### src/rtl/fifo_drain.sv
// fifo_drain: pops an upstream FIFO into a two-entry skid buffer and presents the
// words downstream under valid/ready handshaking, with a saturating pop counter.
module fifo_drain #(
   parameter int FIFO_width = 64,
   parameter int CNT_width  = 16
) (
   input  logic                  clk,
   input  logic                  rst,
   input  logic                  fifo_empty,
   input  logic [FIFO_width-1:0] fifo_out,
   output logic                  fifo_consume,
   input  logic                  drain_en,
   output logic [FIFO_width-1:0] out_data,
   output logic                  out_valid,
   input  logic                  out_ready,
   output logic [CNT_width-1:0]  pop_count,
   output logic                  idle
);

   typedef enum logic [1:0] {
      EMPTY = 2'd0,
      ONE   = 2'd1,
      TWO   = 2'd2
   } state_t;

   localparam logic [CNT_width-1:0] CNT_ONE = CNT_width'(1);
   localparam logic [CNT_width-1:0] CNT_MAX = '1;

   state_t                state, state_next;
   logic [FIFO_width-1:0] main_q, main_next;
   logic [FIFO_width-1:0] skid_q, skid_next;
   logic [CNT_width-1:0]  count_q;
   logic                  transfer;

   // Pop decision depends only on local occupancy, never on out_ready, so the
   // upstream pop strobe has no combinational path from the downstream side.
   assign fifo_consume = drain_en & ~fifo_empty & (state != TWO) & ~rst;
   assign out_valid    = (state != EMPTY);
   assign transfer     = out_valid & out_ready;
   assign out_data     = main_q;
   assign pop_count    = count_q;
   assign idle         = (state == EMPTY) & fifo_empty;

   // NOTE: every variable gets its hold value first, so no path can infer a latch.
   always_comb begin
      state_next = state;
      main_next  = main_q;
      skid_next  = skid_q;
      case (state)
         EMPTY: begin
            if (fifo_consume) begin
               state_next = ONE;
               main_next  = fifo_out;
            end
         end
         ONE: begin
            if (fifo_consume && transfer) begin
               main_next = fifo_out;
            end else if (fifo_consume) begin
               state_next = TWO;
               skid_next  = fifo_out;
            end else if (transfer) begin
               state_next = EMPTY;
            end
         end
         TWO: begin
            if (transfer) begin
               state_next = ONE;
               main_next  = skid_q;
            end
         end
         default: state_next = EMPTY;
      endcase
   end

   // NOTE: non-blocking assignments so every register samples pre-edge values.
   always_ff @(posedge clk) begin
      if (rst) begin
         state   <= EMPTY;
         main_q  <= '0;
         skid_q  <= '0;
         count_q <= '0;
      end else begin
         state  <= state_next;
         main_q <= main_next;
         skid_q <= skid_next;
         if (fifo_consume && (count_q != CNT_MAX)) begin
            count_q <= count_q + CNT_ONE;
         end
      end
   end

endmodule

### config.mk
export PLATFORM = sky130hd
export DESIGN_NAME = fifo_drain
export DESIGN_NICKNAME = d
export VERILOG_FILES = /design/src/rtl/fifo_drain.sv
export SDC_FILE = /design/constraint.sdc
export NUM_CORES = 1
export LEC_CHECK = 0
export CAP_MARGIN = 20
export CORE_ASPECT_RATIO = 0.8
export CORE_MARGIN = 3
export CORE_UTILIZATION = 55
export CTS_BUF_LIST = sky130_fd_sc_hd__clkbuf_4
export DETAILED_ROUTE_END_ITERATION = 8
export HOLD_SLACK_MARGIN = 0.06
export PLACE_DENSITY_LB_ADDON = 0.2
export SYNTH_ARGS = -nofsm -noshare
export SYNTH_HDL_FRONTEND = slang
export SYNTH_SLANG_ARGS = --single-unit
### constraint.sdc
create_clock -name clk -period 3.3 [get_ports clk]
set_clock_uncertainty 0.15 [all_clocks]
set_input_delay 0.33 -clock clk [delete_from_list [all_inputs] [get_ports clk]]
set_output_delay 0.33 -clock clk [all_outputs]
set_load 0.01 [all_outputs]
==> results.sh, run 1 <==
export IMPL_status="completed"
export IMPL_relSlewSlack_pct=42.0
export IMPL_grt_use_total_pct=23.5
export IMPL_crit_start="state[1]$_SDFFE_PP0P_"
export IMPL_portBuffers=151
export IMPL_path_class="flop to output pin"
export IMPL_syn_nets=746
export IMPL_cts_tree="yes"
export IMPL_root_buffer="clkbuf_4"
export IMPL_cp_end_kind="output pin"
export IMPL_n_antenna_cell=0
export IMPL_yosys_area_share_simple_pct=17.6
export IMPL_synth_top_area_share_pct=47.7
export IMPL_routabilityCongestion=0.816
export IMPL_r2r_slack_ps=1100
export IMPL_worst_pin_slew_ps=870
export IMPL_synth_area_per_cell_sq_um=9.06
export IMPL_clk_pin_slew_ps=130
export IMPL_synth_seq_area_share_pct=47.7
export IMPL_cts_resized=0
export IMPL_core_sq_um=10600
export IMPL_die_width_microns=124
export IMPL_htreeDepth=4
export IMPL_num_vias=5201
export IMPL_synth_compound_area_share_pct=16.8
export IMPL_syn_inst=676
export IMPL_crit_required_ps=2820
export IMPL_synth_seq_cells=146
export IMPL_fmax_ghz=0.348
export IMPL_synth_edff_count=0
export IMPL_firstDrtPassIters=5
export IMPL_p_per_area_nw_per_um2=430
export IMPL_holdBufCountCts=0
export IMPL_post_cts_repair_setup_buffers=0
export IMPL_r2r_end="pop_count[11]$_SDFFE_PP0P_"
export IMPL_rsz0062_at_grt="false"
export IMPL_post_route_util_pct=74.9
export IMPL_wl_per_cell_microns=15.2
export IMPL_ios=152
export IMPL_synth_mux_area_share_pct=11.1
export IMPL_dp_hpwl_microns=9810
export IMPL_rows=33
export IMPL_period_share_pct=87.1
export IMPL_synthAdderAreaFrac_pct=0.204
export IMPL_crit_path_max_incr_delay_ps=580
export IMPL_worstPathArrival_ps=2390
export IMPL_timing_rr_start="state[0]$_SDFFE_PP0P_"
export IMPL_syn_cell_area_sq_um=6120
export IMPL_routed_wl_microns=14500
export IMPL_die_area_sq_um=12400
export IMPL_cp_max_fo=32
export IMPL_p_leak_uw=0.00304
export IMPL_peakVddDrop_v=0.000378
export IMPL_crit_path_end="fifo_consume"
export IMPL_synth_area_leaders="dfxtp_1 (48%), mux2i_1 (11%), nand2_1 (8.3%)"
export IMPL_fin_total_pwr_uw=3410
export IMPL_drt_initial_drc_count=463
export IMPL_synthToLayoutAreaGrowth_pct=29.3
export IMPL_cts_sinks=146
export IMPL_grt_pass1_vias=4933
export IMPL_synth_xor_area_share_pct=1.72
export IMPL_cp_slowest_cell="dfxtp_1"
export IMPL_vias_per_cell=5.45
export IMPL_clock_latency_ps=510
export IMPL_cp_start_kind="flop"
export IMPL_drive_gt1_share_pct=10.1
export IMPL_crit_chain="nand2b_4 -> nand2_2 -> inv_1 -> clkdlybuf4s50_1"
export IMPL_synth_top_family_by_area="simple AND/OR/NAND/NOR gates"
export IMPL_cts_buffer_depth=2
export IMPL_synthFlopType="dfxtp_1"
export IMPL_synth_top_cell_by_area="dfxtp_1"
export IMPL_grt_overflow=0
export IMPL_fp_dieH_microns=100
export IMPL_reg2regPathDepth=5
export IMPL_slew_viol_final=0
export IMPL_drv_cap=0
export IMPL_drc=0
export IMPL_grt_max_degree=105
export IMPL_setup_viol=0
export IMPL_initial_utilization_pct=57.9
export IMPL_hp_start="fifo_out[15]"
export IMPL_cts_buffers=17
export IMPL_hold_violations=0
export IMPL_antenna_found_initial=0
export IMPL_yosysUniqueCellTypes=35
export IMPL_yosysWarnings=0
export IMPL_finalSetupTns_ps=0
export IMPL_nNetsFinal=872
export IMPL_async_flop_share_pct=0
export IMPL_fin_crit_ps=2870
export IMPL_grt_pass1_wl_microns=23500
export IMPL_postRouteAntennaNets=0
export IMPL_min_path_type="input port to flop"
-- Yosys cell counts (2+ instances only) --
library cell,n
a211oi_1,36
a211oi_2,30
a21oi_1,66
and4_1,3
buf_2,26
buf_4,5
buf_6,5
clkbuf_1,17
dfxtp_1,146
inv_1,2
mux2i_1,68
nand2_1,135
nand2b_1,5
nand3_1,3
nand4_1,6
nor2_1,85
nor3_1,6
nor3b_1,2
nor4_1,3
xnor2_1,12
-- sequential cells by signal, summed over array words and instances (netlist names) --
register   cells
skid_q        64
out_data      64
pop_count     16
state          2
-- cell type report --
cell class / count / area [sq um]
Clock buffer: 17 / 128
Clock inverter: 14 / 166
Fill cell: 796 / 2650
Inverter: 2 / 7.51
Multi-Input combinational cell: 475 / 2930
Sequential cell: 146 / 2920
Tap cell: 140 / 175
Timing Repair Buffer: 160 / 1590
-- worst max-delay path: cells and delay by family (launching register included) --
kind	cells	cell delay [ps]
buf+inv	2	560
flops	1	580
simple gates	2	740
-- kinds of logic after synthesis --
group	after synthesis
xor+xnor	12
simple gates	257
buf+inv	55
compound gates	137
fa+ha+maj	1
flops	146
mux	68
-- worst min path at each step --
stage / cells after the start / to / slack (ps)
6_report: 3 / skid_q[15]$_SDFFE_PP0P_ / 230
4_1_cts: 3 / skid_q[15]$_SDFFE_PP0P_ / 170
2_1_floorplan: 2 / skid_q[0]$_SDFFE_PP0P_ / 290
3_3_place_gp: 2 / skid_q[25]$_SDFFE_PP0P_ / 290
5_1_grt: 3 / skid_q[15]$_SDFFE_PP0P_ / 160
3_5_place_dp: 2 / skid_q[14]$_SDFFE_PP0P_ / 300
-- placed cells by master (no fill, tap or decap), types with 2 or more instances in the layout --
| master | count |
|---|---|
| a211oi_2 | 30 |
| nand2b_4 | 2 |
| and4_1 | 3 |
| nand2b_1 | 4 |
| nand2_1 | 135 |
| nor3_1 | 5 |
| nor4_1 | 3 |
| buf_4 | 9 |
| dfxtp_1 | 146 |
| xnor2_1 | 12 |
| clkinv_4 | 4 |
| a211oi_1 | 36 |
| bufinv_16 | 3 |
| mux2i_1 | 68 |
| a21oi_1 | 66 |
| clkbuf_4 | 17 |
| clkinv_2 | 3 |
| inv_1 | 2 |
| clkinvlp_4 | 3 |
| nor2_1 | 85 |
| nor3b_1 | 2 |
| nand4_1 | 6 |
| clkdlybuf4s50_1 | 150 |
| nand3_1 | 3 |
-- report_power, final --
group | total [uW] | switching (uW) | internal [uW] | leakage, uW
Clock | 1150 | 631 | 518 | 0.000151
Combinational | 412 | 191 | 221 | 0.00171
Sequential | 1850 | 33.1 | 1810 | 0.00118
-- per-layer routing --
layer	track usage (%)	part of all wire [%]
met1	29.8	43
met3	6.03	6.8
met4	7.66	1.7
met5	0	0
met2	39.2	49
-- metrics by stage --
stage	cell area (sq um)	setup slack, ps	std cells	hold WS, ps
finish	7920	426	954	227
global route	7920	182	954	160
CTS	7920	355	954	169
detailed placement	7620	695	923	296
global placement	7620	813	923	291
floorplan	6120	1560	676	286
No activity file was read; power rests on OpenSTA's default activity.
==> inputs of run 2 (changes only) <==
--- a/config.mk
+++ b/config.mk
@@ -8,9 +8,10 @@
 export CAP_MARGIN = 20
 export CORE_ASPECT_RATIO = 0.8
 export CORE_MARGIN = 3
-export CORE_UTILIZATION = 55
+export CORE_UTILIZATION = 45
 export CTS_BUF_LIST = sky130_fd_sc_hd__clkbuf_4
 export DETAILED_ROUTE_END_ITERATION = 8
+export GPL_ROUTABILITY_DRIVEN = 0
 export HOLD_SLACK_MARGIN = 0.06
 export PLACE_DENSITY_LB_ADDON = 0.2
 export SYNTH_ARGS = -nofsm -noshare
==> run 2 against run 1 <==
  * Via count fell by 1.1%
  * First-iteration DRC count fell by 51%
  * Non-clock buffer count rose by 1
  * Power rose by 1.6%
  * Global-route usage fell by 4.1 points
  * Critical path depth did not move
  * Count of clock-buffer cells in the layout rose by 1
  * Register-to-register slack improved by 60 ps
  * Worst hold slack improved by 11 ps
  * Largest cell class unchanged
==> results.sh, run 2 (synthesized netlist as in run 1, its figures left out) <==
export IMPL_cp_start_kind="flop"
export IMPL_cts_resized=0
export IMPL_die_width_microns=136
export IMPL_grt_overflow=0
export IMPL_dp_hpwl_microns=9450
export IMPL_nNetsFinal=873
export IMPL_fmax_ghz=0.352
export IMPL_drive_gt1_share_pct=9.58
export IMPL_fin_total_pwr_uw=3460
export IMPL_post_cts_repair_setup_buffers=0
export IMPL_antenna_found_initial=0
export IMPL_portBuffers=151
export IMPL_clk_pin_slew_ps=120
export IMPL_clock_latency_ps=510
export IMPL_cp_end_kind="output pin"
export IMPL_cts_tree="yes"
export IMPL_period_share_pct=86.1
export IMPL_fp_dieH_microns=110
export IMPL_slew_viol_final=0
export IMPL_drt_initial_drc_count=225
export IMPL_fin_crit_ps=2840
export IMPL_min_path_type="input port to flop"
export IMPL_worst_pin_slew_ps=875
export IMPL_relSlewSlack_pct=41.7
export IMPL_n_antenna_cell=0
export IMPL_firstDrtPassIters=5
export IMPL_p_per_area_nw_per_um2=433
export IMPL_synthToLayoutAreaGrowth_pct=30.5
export IMPL_rsz0062_at_grt="false"
export IMPL_root_buffer="clkbuf_4"
export IMPL_grt_pass1_vias=4901
export IMPL_path_class="flop to output pin"
export IMPL_drv_cap=0
export IMPL_core_sq_um=13100
export IMPL_status="completed"
export IMPL_crit_required_ps=2820
export IMPL_cts_sinks=146
export IMPL_worstPathArrival_ps=2360
export IMPL_drc=0
export IMPL_initial_utilization_pct=46.7
export IMPL_die_area_sq_um=15100
export IMPL_p_leak_uw=0.00306
export IMPL_ios=152
export IMPL_hold_violations=0
export IMPL_finalSetupTns_ps=0
export IMPL_num_vias=5142
export IMPL_routed_wl_microns=14400
export IMPL_final_common_cell="clkdlybuf4s50_1"
export IMPL_htreeDepth=4
export IMPL_wl_per_cell_microns=14.5
export IMPL_cts_buffer_depth=2
export IMPL_vias_per_cell=5.20
export IMPL_setup_viol=0
export IMPL_rows=37
export IMPL_cts_buffers=17
export IMPL_peakVddDrop_v=0.000457
export IMPL_grt_pass1_wl_microns=23500
export IMPL_grt_use_total_pct=19.4
export IMPL_grt_max_degree=76
export IMPL_cp_max_fo=31
export IMPL_postRouteAntennaNets=0
export IMPL_mostFrequentLayoutCells="clkdlybuf4s50_1 (150), dfxtp_1 (146), nand2_1 (135)"
## run 2: cell count changes in the layout (fill, tap and decap cells not counted), moves of 2 or more
cell	delta
clkinv_1	+3
clkinv_2	-2
clkinvlp_4	-2
clkinv_4	-3
## run 2: critical path, stage by stage, from the launching register on
cell	delay [ps]
dfxtp_1	590
nand2b_4	410
nand2_2	330
inv_1	60
clkdlybuf4s50_1	470
## run 2: path summary, 6_finish.rpt
| check | end | slack (ps) | depth (start not counted) | start |
|---|---|---|---|---|
| worst max-delay path | fifo_consume | 460 | 4 | state[1]$_SDFFE_PP0P_ |
| worst min-delay path | skid_q[49]$_SDFFE_PP0P_ | 240 | 3 | fifo_out[49] |
| worst max register to register | pop_count[10]$_SDFFE_PP0P_ | 1160 | 5 | state[0]$_SDFFE_PP0P_ |
| worst min register to register | skid_q[2]$_SDFFE_PP0P_ | 310 | 2 | skid_q[2]$_SDFFE_PP0P_ |
## run 2: power breakdown
part	switching, uW	internal, uW
logic	189	223
registers	31.2	1810
clock network	611	595
## run 2: through the flow
step / hold slack [ps] / utilization, % / setup slack [ps] / area, sq um / instances
after CTS: 185 / 61.0 / 391 / 7990 / 989
after global placement: 291 / 58.6 / 731 / 7680 / 958
after floorplan: 286 / - / 1560 / 6120 / 676
after global routing: 192 / 61.0 / 232 / 7990 / 989
final: 238 / 61.0 / 459 / 7990 / 989
after detailed placement: 296 / 58.6 / 656 / 7680 / 958
## run 2: per-layer routing
layer / vias to the layer above / global-route usage, % / wire [microns]
li1: 2591 / - / -
met1: 2413 / 25.1 / 6650
met2: 125 / 31.5 / 6750
met3: 13 / 5.63 / 794
met4: 0 / 6.04 / 174
met5: - / 0 / 0
## run 2: area by class of cell
type	count	area [sq um]
Clock buffer	18	135
Fill cell	1119	5110
Inverter	2	7.51
Timing Repair Buffer	161	1610
Tap cell	175	219
Clock inverter	12	165
Sequential cell	146	2920
Multi-Input combinational cell	475	2930
## run 2: what timing repair did
action / in CTS / in global routing
hold buffers: 1 / 0
setup endpoints to repair: 0 / 0
endpoints found under the hold margin: 11 / 0
==> inputs of run 3 (changes only) <==
--- a/config.mk
+++ b/config.mk
@@ -9,11 +9,11 @@
 export CORE_ASPECT_RATIO = 0.8
 export CORE_MARGIN = 3
 export CORE_UTILIZATION = 45
-export CTS_BUF_LIST = sky130_fd_sc_hd__clkbuf_4
 export DETAILED_ROUTE_END_ITERATION = 8
 export GPL_ROUTABILITY_DRIVEN = 0
 export HOLD_SLACK_MARGIN = 0.06
 export PLACE_DENSITY_LB_ADDON = 0.2
+export SKIP_CTS_REPAIR_TIMING = 1
 export SYNTH_ARGS = -nofsm -noshare
 export SYNTH_HDL_FRONTEND = slang
 export SYNTH_SLANG_ARGS = --single-unit
==> run 3 against run 2 <==
  * Combinational power is essentially flat
  * Wire length grew 1.0%
  * Die area is the same
  * First-iteration DRC count grew 21%
  * Setup slack gained 120 ps
  * Utilization grew 2.5 points
  * Register-to-register slack is essentially flat
  * Worst hold slack lost 53 ps
  * Global-route usage grew 0.27 points
  * Via count shrank 0.91%
  * Sequential cell count is the same
  * Maximum frequency grew 4.2%
  * Critical path type unchanged
==> results.sh, run 3 (synthesized netlist as in run 1, its figures left out) <==
export IMPL_min_to="state[0]$_SDFFE_PP0P_"
export IMPL_worst_pin_slew_ps=861
export IMPL_postRouteAntennaNets=0
export IMPL_mostFrequentLayoutCells="clkdlybuf4s50_1 (150), dfxtp_1 (146), nand2_1 (135)"
export IMPL_rows=37
export IMPL_worstPathArrival_ps=2250
export IMPL_die_width_microns=136
export IMPL_r2r_slack_ps=1170
export IMPL_hp_start="rst"
export IMPL_cts_tree="yes"
export IMPL_nNetsFinal=872
export IMPL_rsz0062_at_grt="false"
export IMPL_peakVddDrop_v=0.000331
export IMPL_grt_use_total_pct=19.7
export IMPL_p_leak_uw=0.00320
export IMPL_finalSetupTns_ps=0
export IMPL_wl_per_cell_microns=14.7
export IMPL_antenna_found_initial=0
export IMPL_reg2regPathDepth=5
export IMPL_grt_pass1_wl_microns=23800
export IMPL_portBuffers=151
export IMPL_fp_dieH_microns=110
export IMPL_core_sq_um=13100
export IMPL_htreeDepth=4
export IMPL_cp_start_kind="flop"
export IMPL_whs_path_depth=2
export IMPL_cts_buffers=17
export IMPL_vias_per_cell=5.16
export IMPL_initial_utilization_pct=46.7
export IMPL_setup_viol=0
export IMPL_drv_cap=0
export IMPL_drive_gt1_share_pct=9.96
export IMPL_die_area_sq_um=15100
export IMPL_num_vias=5095
export IMPL_cts_sinks=146
export IMPL_ios=152
export IMPL_place_inst=958
export IMPL_grt_pass1_vias=4917
export IMPL_slew_viol_final=0
export IMPL_cts_buffer_depth=2
export IMPL_routed_wl_microns=14500
export IMPL_dp_hpwl_microns=9450
export IMPL_layout_cells_non_filler=988
export IMPL_nFillCells=1077
export IMPL_root_buffer="clkbuf_16"
export IMPL_cp_end_kind="output pin"
export IMPL_p_per_area_nw_per_um2=519
export IMPL_synthToLayoutAreaGrowth_pct=35.8
export IMPL_clock_latency_ps=410
export IMPL_crit_required_ps=2820
export IMPL_fin_total_pwr_uw=4310
export IMPL_fin_crit_ps=2730
export IMPL_fmax_ghz=0.367
export IMPL_drt_initial_drc_count=273
export IMPL_path_class="flop to output pin"
export IMPL_drc=0
export IMPL_whs_ps=185
export IMPL_n_antenna_cell=0
export IMPL_firstDrtPassIters=6
export IMPL_grt_overflow=0
export IMPL_status="completed"
export IMPL_cp_max_fo=31
export IMPL_relSlewSlack_pct=42.6
export IMPL_clk_pin_slew_ps=50
export IMPL_r2r_end="pop_count[11]$_SDFFE_PP0P_"
export IMPL_hold_violations=0
export IMPL_final_common_cell="clkdlybuf4s50_1"
export IMPL_timing_rr_start="state[1]$_SDFFE_PP0P_"
export IMPL_min_path_type="input port to flop"
export IMPL_grt_max_degree=76
export IMPL_period_share_pct=82.6
run 3: changes by cell type in the layout (fill, tap and decap cells not counted):
| cell | before | now |
|---|---|---|
| clkbuf_4 | 18 | 0 |
| dlygate4sd3_1 | 1 | 0 |
| clkbuf_1 | 0 | 1 |
| clkbuf_16 | 0 | 17 |
| clkinv_1 | 4 | 0 |
| clkbuf_8 | 0 | 4 |
run 3: metrics by stage:
stage          utilization, %  instance area, sq um  setup slack [ps]
2_1_floorplan               -                  6120              1560
3_3_place_gp             58.6                  7680               731
3_5_place_dp             58.6                  7680               656
4_1_cts                  63.5                  8310               538
5_1_grt                  63.5                  8310               390
6_report                 63.5                  8310               574
run 3: worst max-delay path, stage by stage, from the launching register on:
cell             delay, ps
dfxtp_1                570
nand2b_4               410
nand2_2                330
inv_1                   60
clkdlybuf4s50_1        470
run 3: layout make-up:
class | instances | area, sq um | area share (%)
tap | 175 | 219 | 2.63
timing repair buffer | 160 | 1600 | 19.3
multi-input combinational | 475 | 2930 | 35.2
sequential | 146 | 2920 | 35.2
inverter | 2 | 7.51 | 0.0903
clock inverter | 8 | 150 | 1.81
clock buffer | 22 | 484 | 5.82
run 3: power by group:
part,leakage [uW],internal (uW),switching [uW]
registers,0.00118,1820,31.0
clock network,0.000309,1340,715
logic,0.00171,222,189
run 3: how the worst max path moves through the flow:
stage | start | to | slack, ps | depth (start not counted)
floorplan | fifo_empty | skid_q[3]$_SDFFE_PP0P_ | 1560 | 7
CTS | state[1]$_SDFFE_PP0P_ | fifo_consume | 540 | 4
global route | state[1]$_SDFFE_PP0P_ | fifo_consume | 390 | 4
detailed placement | fifo_empty | skid_q[36]$_SDFFE_PP0P_ | 660 | 7
finish | state[1]$_SDFFE_PP0P_ | fifo_consume | 570 | 4
global placement | fifo_empty | skid_q[35]$_SDFFE_PP0P_ | 730 | 7
run 3: per-layer routing:
layer	vias up	routed length [microns]	track usage [%]
met5	-	0	0
li1	2585	-	-
met3	8	809	5.72
met2	111	6890	32.0
met1	2391	6690	25.4
met4	0	135	5.97
